===== config.mk =====
export PLATFORM = sky130hd
export DESIGN_NAME = pippo_redirect_ctrl
export DESIGN_NICKNAME = d
export VERILOG_FILES = /design/src/rtl/pippo_redirect_pkg.sv /design/src/rtl/pippo_redirect_pend.sv /design/src/rtl/pippo_redirect_ctrl.sv
export SDC_FILE = /design/constraint.sdc
export NUM_CORES = 1
export LEC_CHECK = 0
export BUFFER_PORTS_ARGS = -buffer_cell sky130_fd_sc_hd__buf_2
export CORE_UTILIZATION = 54
export DETAILED_ROUTE_END_ITERATION = 10
export HOLD_SLACK_MARGIN = 0.12
export PLACE_DENSITY = 0.84
export SLEW_MARGIN = 15
export SYNTH_ARGS = -nofsm -noshare
export SYNTH_HDL_FRONTEND = slang
export SYNTH_SLANG_ARGS = --single-unit

===== constraint.sdc =====
create_clock -name clk -period 2.6 [get_ports clk]
set_input_delay 0.65 -clock clk [delete_from_list [all_inputs] [get_ports clk]]
set_output_delay 0.65 -clock clk [all_outputs]
set_load 0.01 [all_outputs]

===== src/rtl/pippo_redirect_pkg.sv =====
// Shared definitions for the pippo redirect controller: state encodings,
// counter width and default redirect vectors.
package pippo_redirect_pkg;

  localparam int unsigned REDIR_CNT_W = 3;
  localparam int unsigned REDIR_ADDR_W = 32;

  localparam logic [REDIR_ADDR_W-1:0] REDIR_RST_VECTOR   = 32'h0000_0000;
  localparam logic [REDIR_ADDR_W-1:0] REDIR_ALIGN_VECTOR = 32'h0000_0010;

  typedef enum logic [1:0] {
    REDIR_IDLE  = 2'd0,
    REDIR_FLUSH = 2'd1,
    REDIR_REQ   = 2'd2
  } redir_state_e;

endpackage


===== src/rtl/pippo_redirect_pend.sv =====
// Single-entry pending-exception slot: a write overwrites any older entry,
// a consume empties it.
module pippo_redirect_pend
  import pippo_redirect_pkg::*;
(
  input  logic                    clk,
  input  logic                    rst,
  input  logic                    wr,
  input  logic [REDIR_ADDR_W-1:0] wr_vector,
  input  logic                    consume,
  output logic                    valid,
  output logic [REDIR_ADDR_W-1:0] vector
);

  always_ff @(posedge clk) begin
    if (rst) begin
      valid  <= 1'b0;
      vector <= '0;
    end else if (wr) begin
      valid  <= 1'b1;
      vector <= wr_vector;
    end else if (consume) begin
      valid  <= 1'b0;
    end
  end

endmodule


===== src/rtl/pippo_redirect_ctrl.sv =====
// Redirect sequencer: captures branch/exception redirects, runs a timed
// flush, then hands the new fetch address over a valid/ack handshake.
// Optional misaligned-branch check: define PIPPO_REDIRECT_ALIGN_CHK_EN.
module pippo_redirect_ctrl
  import pippo_redirect_pkg::*;
#(
  parameter int unsigned                FLUSH_CYCLES = 1,
  parameter logic [REDIR_ADDR_W-1:0]    RST_VECTOR   = REDIR_RST_VECTOR,
  parameter logic [REDIR_ADDR_W-1:0]    ALIGN_VECTOR = REDIR_ALIGN_VECTOR
)(
  input  logic                    clk,
  input  logic                    rst,
  input  logic                    npc_branch_valid,
  input  logic [REDIR_ADDR_W-1:0] npc_branch,
  input  logic                    except_valid,
  input  logic [REDIR_ADDR_W-1:0] except_vector,
  input  logic                    npc_ack,
  output logic                    flush_pipe,
  output logic                    stall_exe,
  output logic                    npc_valid,
  output logic [REDIR_ADDR_W-1:0] npc,
  output logic                    redirect_is_exc,
  output logic                    align_fault
);

`ifdef PIPPO_REDIRECT_ALIGN_CHK_EN
  localparam bit ALIGN_CHK = 1'b1;
`else
  localparam bit ALIGN_CHK = 1'b0;
`endif

  localparam logic [REDIR_CNT_W-1:0] CNT_LOAD = REDIR_CNT_W'(FLUSH_CYCLES);
  localparam logic [REDIR_CNT_W-1:0] CNT_ONE  = REDIR_CNT_W'(1);

  redir_state_e            state;
  logic [REDIR_CNT_W-1:0]  cnt;
  logic [REDIR_ADDR_W-1:0] target;
  logic                    pend_valid;
  logic [REDIR_ADDR_W-1:0] pend_vector;
  logic                    pend_wr;
  logic                    pend_consume;
  logic                    misaligned;

  // Exceptions seen in REQ without an ack wait in the slot; the ack drains it.
  assign pend_wr      = (state == REDIR_REQ) && except_valid && !npc_ack;
  assign pend_consume = (state == REDIR_REQ) && npc_ack;
  assign misaligned   = ALIGN_CHK && (npc_branch[1:0] != 2'b00);

  pippo_redirect_pend u_pend (
    .clk       (clk),
    .rst       (rst),
    .wr        (pend_wr),
    .wr_vector (except_vector),
    .consume   (pend_consume),
    .valid     (pend_valid),
    .vector    (pend_vector)
  );

  always_ff @(posedge clk) begin
    if (rst) begin
      state           <= REDIR_IDLE;
      cnt             <= '0;
      target          <= RST_VECTOR;
      flush_pipe      <= 1'b0;
      stall_exe       <= 1'b0;
      npc_valid       <= 1'b0;
      npc             <= '0;
      redirect_is_exc <= 1'b0;
      align_fault     <= 1'b0;
    end else begin
      align_fault <= 1'b0;
      case (state)
        REDIR_IDLE: begin
          if (except_valid || npc_branch_valid) begin
            state      <= REDIR_FLUSH;
            cnt        <= CNT_LOAD;
            flush_pipe <= 1'b1;
            stall_exe  <= 1'b1;
          end
          if (except_valid) begin
            target          <= except_vector;
            redirect_is_exc <= 1'b1;
          end else if (npc_branch_valid) begin
            if (misaligned) begin
              target          <= ALIGN_VECTOR;
              redirect_is_exc <= 1'b1;
              align_fault     <= 1'b1;
            end else begin
              target          <= npc_branch;
              redirect_is_exc <= 1'b0;
            end
          end
        end

        REDIR_FLUSH: begin
          // A late exception retargets and restarts the flush window.
          if (except_valid) begin
            target          <= except_vector;
            redirect_is_exc <= 1'b1;
            cnt             <= CNT_LOAD;
          end else if (cnt <= CNT_ONE) begin
            state      <= REDIR_REQ;
            flush_pipe <= 1'b0;
            npc_valid  <= 1'b1;
            npc        <= target;
          end else begin
            cnt <= cnt - CNT_ONE;
          end
        end

        REDIR_REQ: begin
          if (npc_ack) begin
            npc_valid <= 1'b0;
            if (except_valid || pend_valid) begin
              state           <= REDIR_FLUSH;
              cnt             <= CNT_LOAD;
              flush_pipe      <= 1'b1;
              redirect_is_exc <= 1'b1;
              target          <= except_valid ? except_vector : pend_vector;
            end else begin
              state     <= REDIR_IDLE;
              stall_exe <= 1'b0;
            end
          end
        end

        default: begin
          state      <= REDIR_IDLE;
          flush_pipe <= 1'b0;
          stall_exe  <= 1'b0;
          npc_valid  <= 1'b0;
        end
      endcase
    end
  end

endmodule


==> results.toml, run 1 <==
[outcome]
status = "finished, final reports clean"

[timing]
final-setup-viol-count = 0
min_period_over_period_pct = 85.1
fmax_ghz = 0.452
period_minus_slack_ps = 2210
fin_tns_setup_ps = 0
slew_headroom_pct = 54.4
worstMarginPinSlew_ps = 684
slew_violations = 0
fin_ws_ps = 389
hold_viol = 0
rsz0062_at_grt = "false"
skew_ps = 14.0

[die]
die_w_um = 95.2
ios = 106
fp.dieH_um = 95.2
core_um2 = 8300
design.die.area_um2 = 9060
row_count = 33
initial_core_util_pct = 56.5

[synth]
postSynthCellCount = 581
synthesis.area_um2 = 4690
yosys-top-cells-count = "a21oi_1 (133), nand2_1 (131), dfxtp_1 (106), nand2b_1 (35), nand3_1 (34)"
yosysUniqueCellTypes = 40
yosys-top-cells-area = "dfxtp_1 (45%), a21oi_1 (14%), nand2_1 (10%)"
yosys.area.top_type = "dfxtp_1"
synth_warnings = 0
ys_ff_latch = 106
syn_area_per_cell_um2 = 8.07
yosysMostFrequentCell = "a21oi_1"
async_flop_share_pct = 0
synth_ff_type = "dfxtp_1"
syn-num-nets = 657
synth_top_area_share_pct = 45.2
synth-edff-count = 0
ys_seq_area_share_pct = 45.2

[setup_path]
crit_end = "target[11]$_SDFFE_PP0P_"
cp.arrival_ps = 2500
rr_worst_depth = 7
worstPathMaxFanout = 14
cp.required_ps = 2890
crit_slowest_cell = "a31oi_4"
slowest_delay_ps = 460
worstReg2RegEnd = "target[11]$_SDFFE_PP0P_"
worstSetupEndpointType = "flip-flop"
setup.worst_path.start = "state[0]$_SDFFE_PP0P_"
crit_buf_inv = 2
start_kind = "flip-flop"
r2r_slack_ps = 390
path_cells = "inv_1 > ha_2 > nor2b_1 > nor2_1 > a31oi_4 > buf_4 > o2bb2ai_1"
path_class = "flip-flop to flip-flop"
r2r-start = "state[0]$_SDFFE_PP0P_"
cp.depth = 7
crit_family = "compound AO/OA/AOI/OAI gates"

[pwr]
swShare_pct = 38.5
p_int_mw = 3.19
peakVddDrop_mv = 0.475
power_density_nw_per_um2 = 948
total_power_mw = 5.18
seq_power_share_pct = 41.6
power.switching_mw = 2.00
leakagePower_nw = 2.07
p_comb_share_pct = 38.6
pwr-share-clk_pct = 19.9

[hold_path]
hold_class = "flip-flop to flip-flop"

[drt]
drc = 0
vias = 4508
routed_wl_mm = 12.2
wire_per_inst_um = 15.8
antenna_left = 0
avgViaCountPerCell = 5.84
drtIter0Drc = 307
dr.pass1.iters = 4

[layout]
num_antenna_cells = 0
drive_gt1_share_pct = 23.7
utilization_pct = 65.9
area_delta_synth_final_pct = 16.6
nets = 739

[clocking]
clock_latency_ps = 370
cts_setup_buffers = 0
cts.path.max_buffers = 2
cts_resized = 0
cts_made_buffers = 9
clock_tree.root_cell = "clkbuf_8"
cts_hold_buf = 0
path_clk_slew_ps = 100
htree_levels = 3
cts_tree = "done"
clock_sinks = 106

[place]
io_buffers = 104
post-place-ws_ps = 354
hpwlAfterDp_mm = 8.34
gp_congestion = 0.892

[global_route]
grtUsageTotal_pct = 27.5
grt_max_degree = 50
antenna_found_initial = 0
overflow = 0
grt_pass1_wl_mm = 19.4
grt_pass1_vias = 4238

[flow_run]
max_cap_violations = 0
## cell type report
| class | instances | area (um^2) |
|---|---|---|
| clock buffers | 10 | 138 |
| well taps | 105 | 131 |
| multi-input cells | 419 | 2320 |
| inverters | 6 | 22.5 |
| flip-flops and latches | 106 | 2120 |
| clock inverters | 5 | 62.6 |
| fillers | 703 | 2830 |
| repair buffers | 121 | 673 |
## power groups by stage
stage	Sequential (mW)	Combinational, mW	Clock (mW)
floorplan	2.15	1.44	0
global placement	2.16	1.90	0
detailed placement	2.17	1.97	0
CTS	2.15	1.99	1.04
global route	2.19	2.16	1.11
finish	2.15	2.00	1.03
## per-layer routing
layer | global-route usage [%] | routed length [um]
met1 | 32.6 | 4970
met3 | 3.59 | 799
met4 | 13.0 | 340
met5 | 0 | 0
met2 | 48.8 | 6090
## cell families (layout without fill, tap and decap cells)
group	Yosys count	after routing	share of synthesized area, %
compound gates	188	188	25.1
other cells	1	1	0.0799
buf+inv	56	142	5.76
flops	106	106	45.2
fa+ha+maj	7	7	1.87
simple gates	223	223	21.9
## worst register-to-register path, stage by stage, from the launching register on
cell and delay (ps):
dfxtp_1 360, inv_1 110, ha_2 370, nor2b_1 270, nor2_1 150, a31oi_4 460
buf_4 290, o2bb2ai_1 130
## registers in the layout, summed over array words and instances, names as in the netlist
name / cells
redirect_is_exc: 1
state: 2
stall_exe: 1
npc_valid: 1
flush_pipe: 1
npc: 32
target: 32
u_pend.valid: 1
u_pend.vector: 32
cnt: 3
## cells in the final DEF, fill, tap and decap left out, drive strengths merged, types with 5 or more instances in the layout
master,count
a21oi,134
nand2,131
buf,121
dfxtp,106
nand2b,37
nand3,34
o2bb2ai,33
clkbuf,10
inv,7
ha,7
nor3,6
nor2,5
a31oi,5
## per-stage QoR
stage               instances  area, um^2  hold WS, ps
global placement          757        5270          441
global route              772        5470          477
floorplan                 581        4690          432
finish                    772        5470          455
CTS                       772        5470          459
detailed placement        757        5270          445
## worst min path at each step
stage                     slack (ps)  depth (start not counted)              endpoint                     from
after global routing             480                          2  npc[10]$_SDFFE_PP0P_     npc[10]$_SDFFE_PP0P_
final                            460                          2   npc[9]$_SDFFE_PP0P_      npc[9]$_SDFFE_PP0P_
after floorplan                  430                          2  npc[10]$_SDFFE_PP0P_  target[10]$_SDFFE_PP0P_
after global placement           440                          2   npc[9]$_SDFFE_PP0P_      npc[9]$_SDFFE_PP0P_
after detailed placement         450                          2   npc[9]$_SDFFE_PP0P_      npc[9]$_SDFFE_PP0P_
after CTS                        460                          2   npc[9]$_SDFFE_PP0P_      npc[9]$_SDFFE_PP0P_
Power figures use the tool's default switching activity.
==> run 2: changes to the inputs <==
--- a/config.mk
+++ b/config.mk
@@ -8,2 +8,3 @@
 export BUFFER_PORTS_ARGS = -buffer_cell sky130_fd_sc_hd__buf_2
+export CAP_MARGIN = 20
 export CORE_UTILIZATION = 54
==> constraint.sdc (replaced) <==
create_clock -name clk -period 2.6 [get_ports clk]
set_input_delay 0 -clock clk [delete_from_list [all_inputs] [get_ports clk]]
set_output_delay 0 -clock clk [all_outputs]
set_load 0.01 [all_outputs]
==> results.toml, run 2 (same netlist as run 1, synthesis figures left out) <==
[timing]
worstMarginPinSlew_ps = 713
rsz0062_at_grt = "false"
fmax_ghz = 0.416
fin_ws_ps = 199
holdWs_ps = 169
fin_tns_setup_ps = 0
period_minus_slack_ps = 2400
slew_violations = 0
min_period_over_period_pct = 92.4
final-setup-viol-count = 0
skew_ps = 22.2
hold_viol = 0
slew_headroom_pct = 52.5

[layout]
final_common_cell = "a21oi_1"
final_cell_mix = "a21oi_1 (133), nand2_1 (131), dfxtp_1 (106)"
utilization_pct = 74.5
nets = 811
area_delta_synth_final_pct = 31.8
nFillCells = 561
drive_gt1_share_pct = 21.2
top_regs = "npc (32), target (32), u_pend.vector (32)"

[clocking]
clock_latency_ps = 390
path_clk_slew_ps = 120
clock_tree.root_cell = "clkbuf_8"
clock_sinks = 106
cts_setup_buffers = 0
htree_levels = 3
cts_made_buffers = 9
cts_tree = "done"
cts.path.max_buffers = 2

[drt]
antenna_left = 0
drc = 0
vias = 5040
routed_wl_mm = 14.5
avgViaCountPerCell = 5.96
wire_per_inst_um = 17.1
dr.pass1.iters = 6
drtIter0Drc = 416

[setup_path]
crit_family = "buffers and inverters"
cp_common_cell = "nand2_1"
r2r_slack_ps = 200
cp.depth = 8
start_kind = "flip-flop"
crit_buf_inv = 3
rr_worst_depth = 8
cp.arrival_ps = 2720
crit_end = "u_pend.vector[27]$_SDFFE_PP0P_"
worstPathMaxFanout = 19
slowest_delay_ps = 590
path_class = "flip-flop to flip-flop"
r2r-start = "state[0]$_SDFFE_PP0P_"
path_cells = "inv_1 > ha_2 > buf_4 > nand2_1 > nor2_4 > nand2_1 > dlygate4sd3_1 > a21oi_1"
cp.required_ps = 2920
setup.worst_path.start = "state[0]$_SDFFE_PP0P_"
worstReg2RegEnd = "u_pend.vector[27]$_SDFFE_PP0P_"
crit_slowest_cell = "dlygate4sd3_1"
worstSetupEndpointType = "flip-flop"

[global_route]
grt_pass1_wl_mm = 23.0
antenna_found_initial = 1
grt_max_degree = 48
overflow = 0
grt_pass1_vias = 4974
grtUsageTotal_pct = 33.1

[die]
row_count = 33
design.die.area_um2 = 9060
core_um2 = 8300
die_w_um = 95.2
initial_core_util_pct = 56.5
fp.dieH_um = 95.2
ios = 106

[outcome]
status = "finished, final reports clean"

[hold_path]
hold_class = "input pin to flip-flop"

[flow_run]
max_cap_violations = 0

[pwr]
peakVddDrop_mv = 0.488
power_density_nw_per_um2 = 862
leakagePower_nw = 2.35

[place]
post-place-ws_ps = 453
io_buffers = 104
gp_congestion = 0.875
hpwlAfterDp_mm = 8.29
-- run 2: cell count changes in the layout (fill, tap and decap cells not counted) --
| cell | previous run | this run |
|---|---|---|
| inv_6 | 1 | 4 |
| clkinv_2 | 0 | 1 |
| nor2_2 | 1 | 0 |
| buf_12 | 2 | 0 |
| dlygate4sd3_1 | 0 | 74 |
| clkinvlp_4 | 2 | 0 |
| inv_8 | 0 | 1 |
| clkbuf_8 | 10 | 9 |
| nor2_4 | 0 | 1 |
| diode_2 | 0 | 1 |
| clkinv_4 | 1 | 0 |
-- run 2: area by class of cell --
type | count | area [um^2] | area share [%]
antenna | 1 | 2.50 | 0.0405
clock buffer | 9 | 124 | 2.00
sequential | 106 | 2120 | 34.3
tap | 105 | 131 | 2.12
timing repair buffer | 193 | 1370 | 22.2
inverter | 6 | 22.5 | 0.364
multi-input combinational | 419 | 2330 | 37.6
clock inverter | 7 | 81.3 | 1.32
-- run 2: power breakdown --
part           switching [mW]  internal [mW]  leakage, nW
Clock                   0.619          0.465        0.107
Sequential              0.225           1.94        0.861
Combinational            1.27          0.813         1.38
Total                    2.11           3.22         2.35
-- run 2: tightest hold or removal path, stage by stage --
cell and delay [ps]:
buf_2 270, a21oi_1 190, a211oi_1 50
-- run 2: repair_timing --
action	4_1_cts	5_1_grt
gates resized for setup	0	1
setup endpoints to repair	0	3
hold endpoints to repair	77	0
hold buffers	74	0
-- run 2: how the worst min path moves through the flow --
stage | from | to | slack, ps | cells past startpoint
4_1_cts | except_valid | u_pend.valid$_SDFFE_PP0P_ | 160 | 3
6_report | except_valid | u_pend.valid$_SDFFE_PP0P_ | 170 | 3
2_1_floorplan | npc_ack | u_pend.valid$_SDFFE_PP0P_ | 100 | 1
5_1_grt | except_valid | u_pend.valid$_SDFFE_PP0P_ | 210 | 3
3_5_place_dp | except_vector[22] | u_pend.vector[22]$_SDFFE_PP0P_ | 260 | 3
3_3_place_gp | except_vector[5] | u_pend.vector[5]$_SDFFE_PP0P_ | 250 | 3
-- run 2: through the flow --
step / instance area (um^2) / instances / total power, mW
floorplan: 4690 / 581 / 3.59
global placement: 5230 / 755 / 4.02
detailed placement: 5230 / 755 / 4.09
CTS: 6180 / 845 / 5.22
global route: 6180 / 846 / 5.57
finish: 6180 / 846 / 5.33
-- run 2: per-layer routing --
| metal | vias to the layer above | GRT usage (%) | wire length (um) |
|---|---|---|---|
| li1 | 2307 | - | - |
| met1 | 2340 | 38.0 | 5540 |
| met2 | 321 | 58.5 | 7240 |
| met5 | - | 0 | 0 |
| met3 | 72 | 5.50 | 1120 |
| met4 | 0 | 17.6 | 570 |
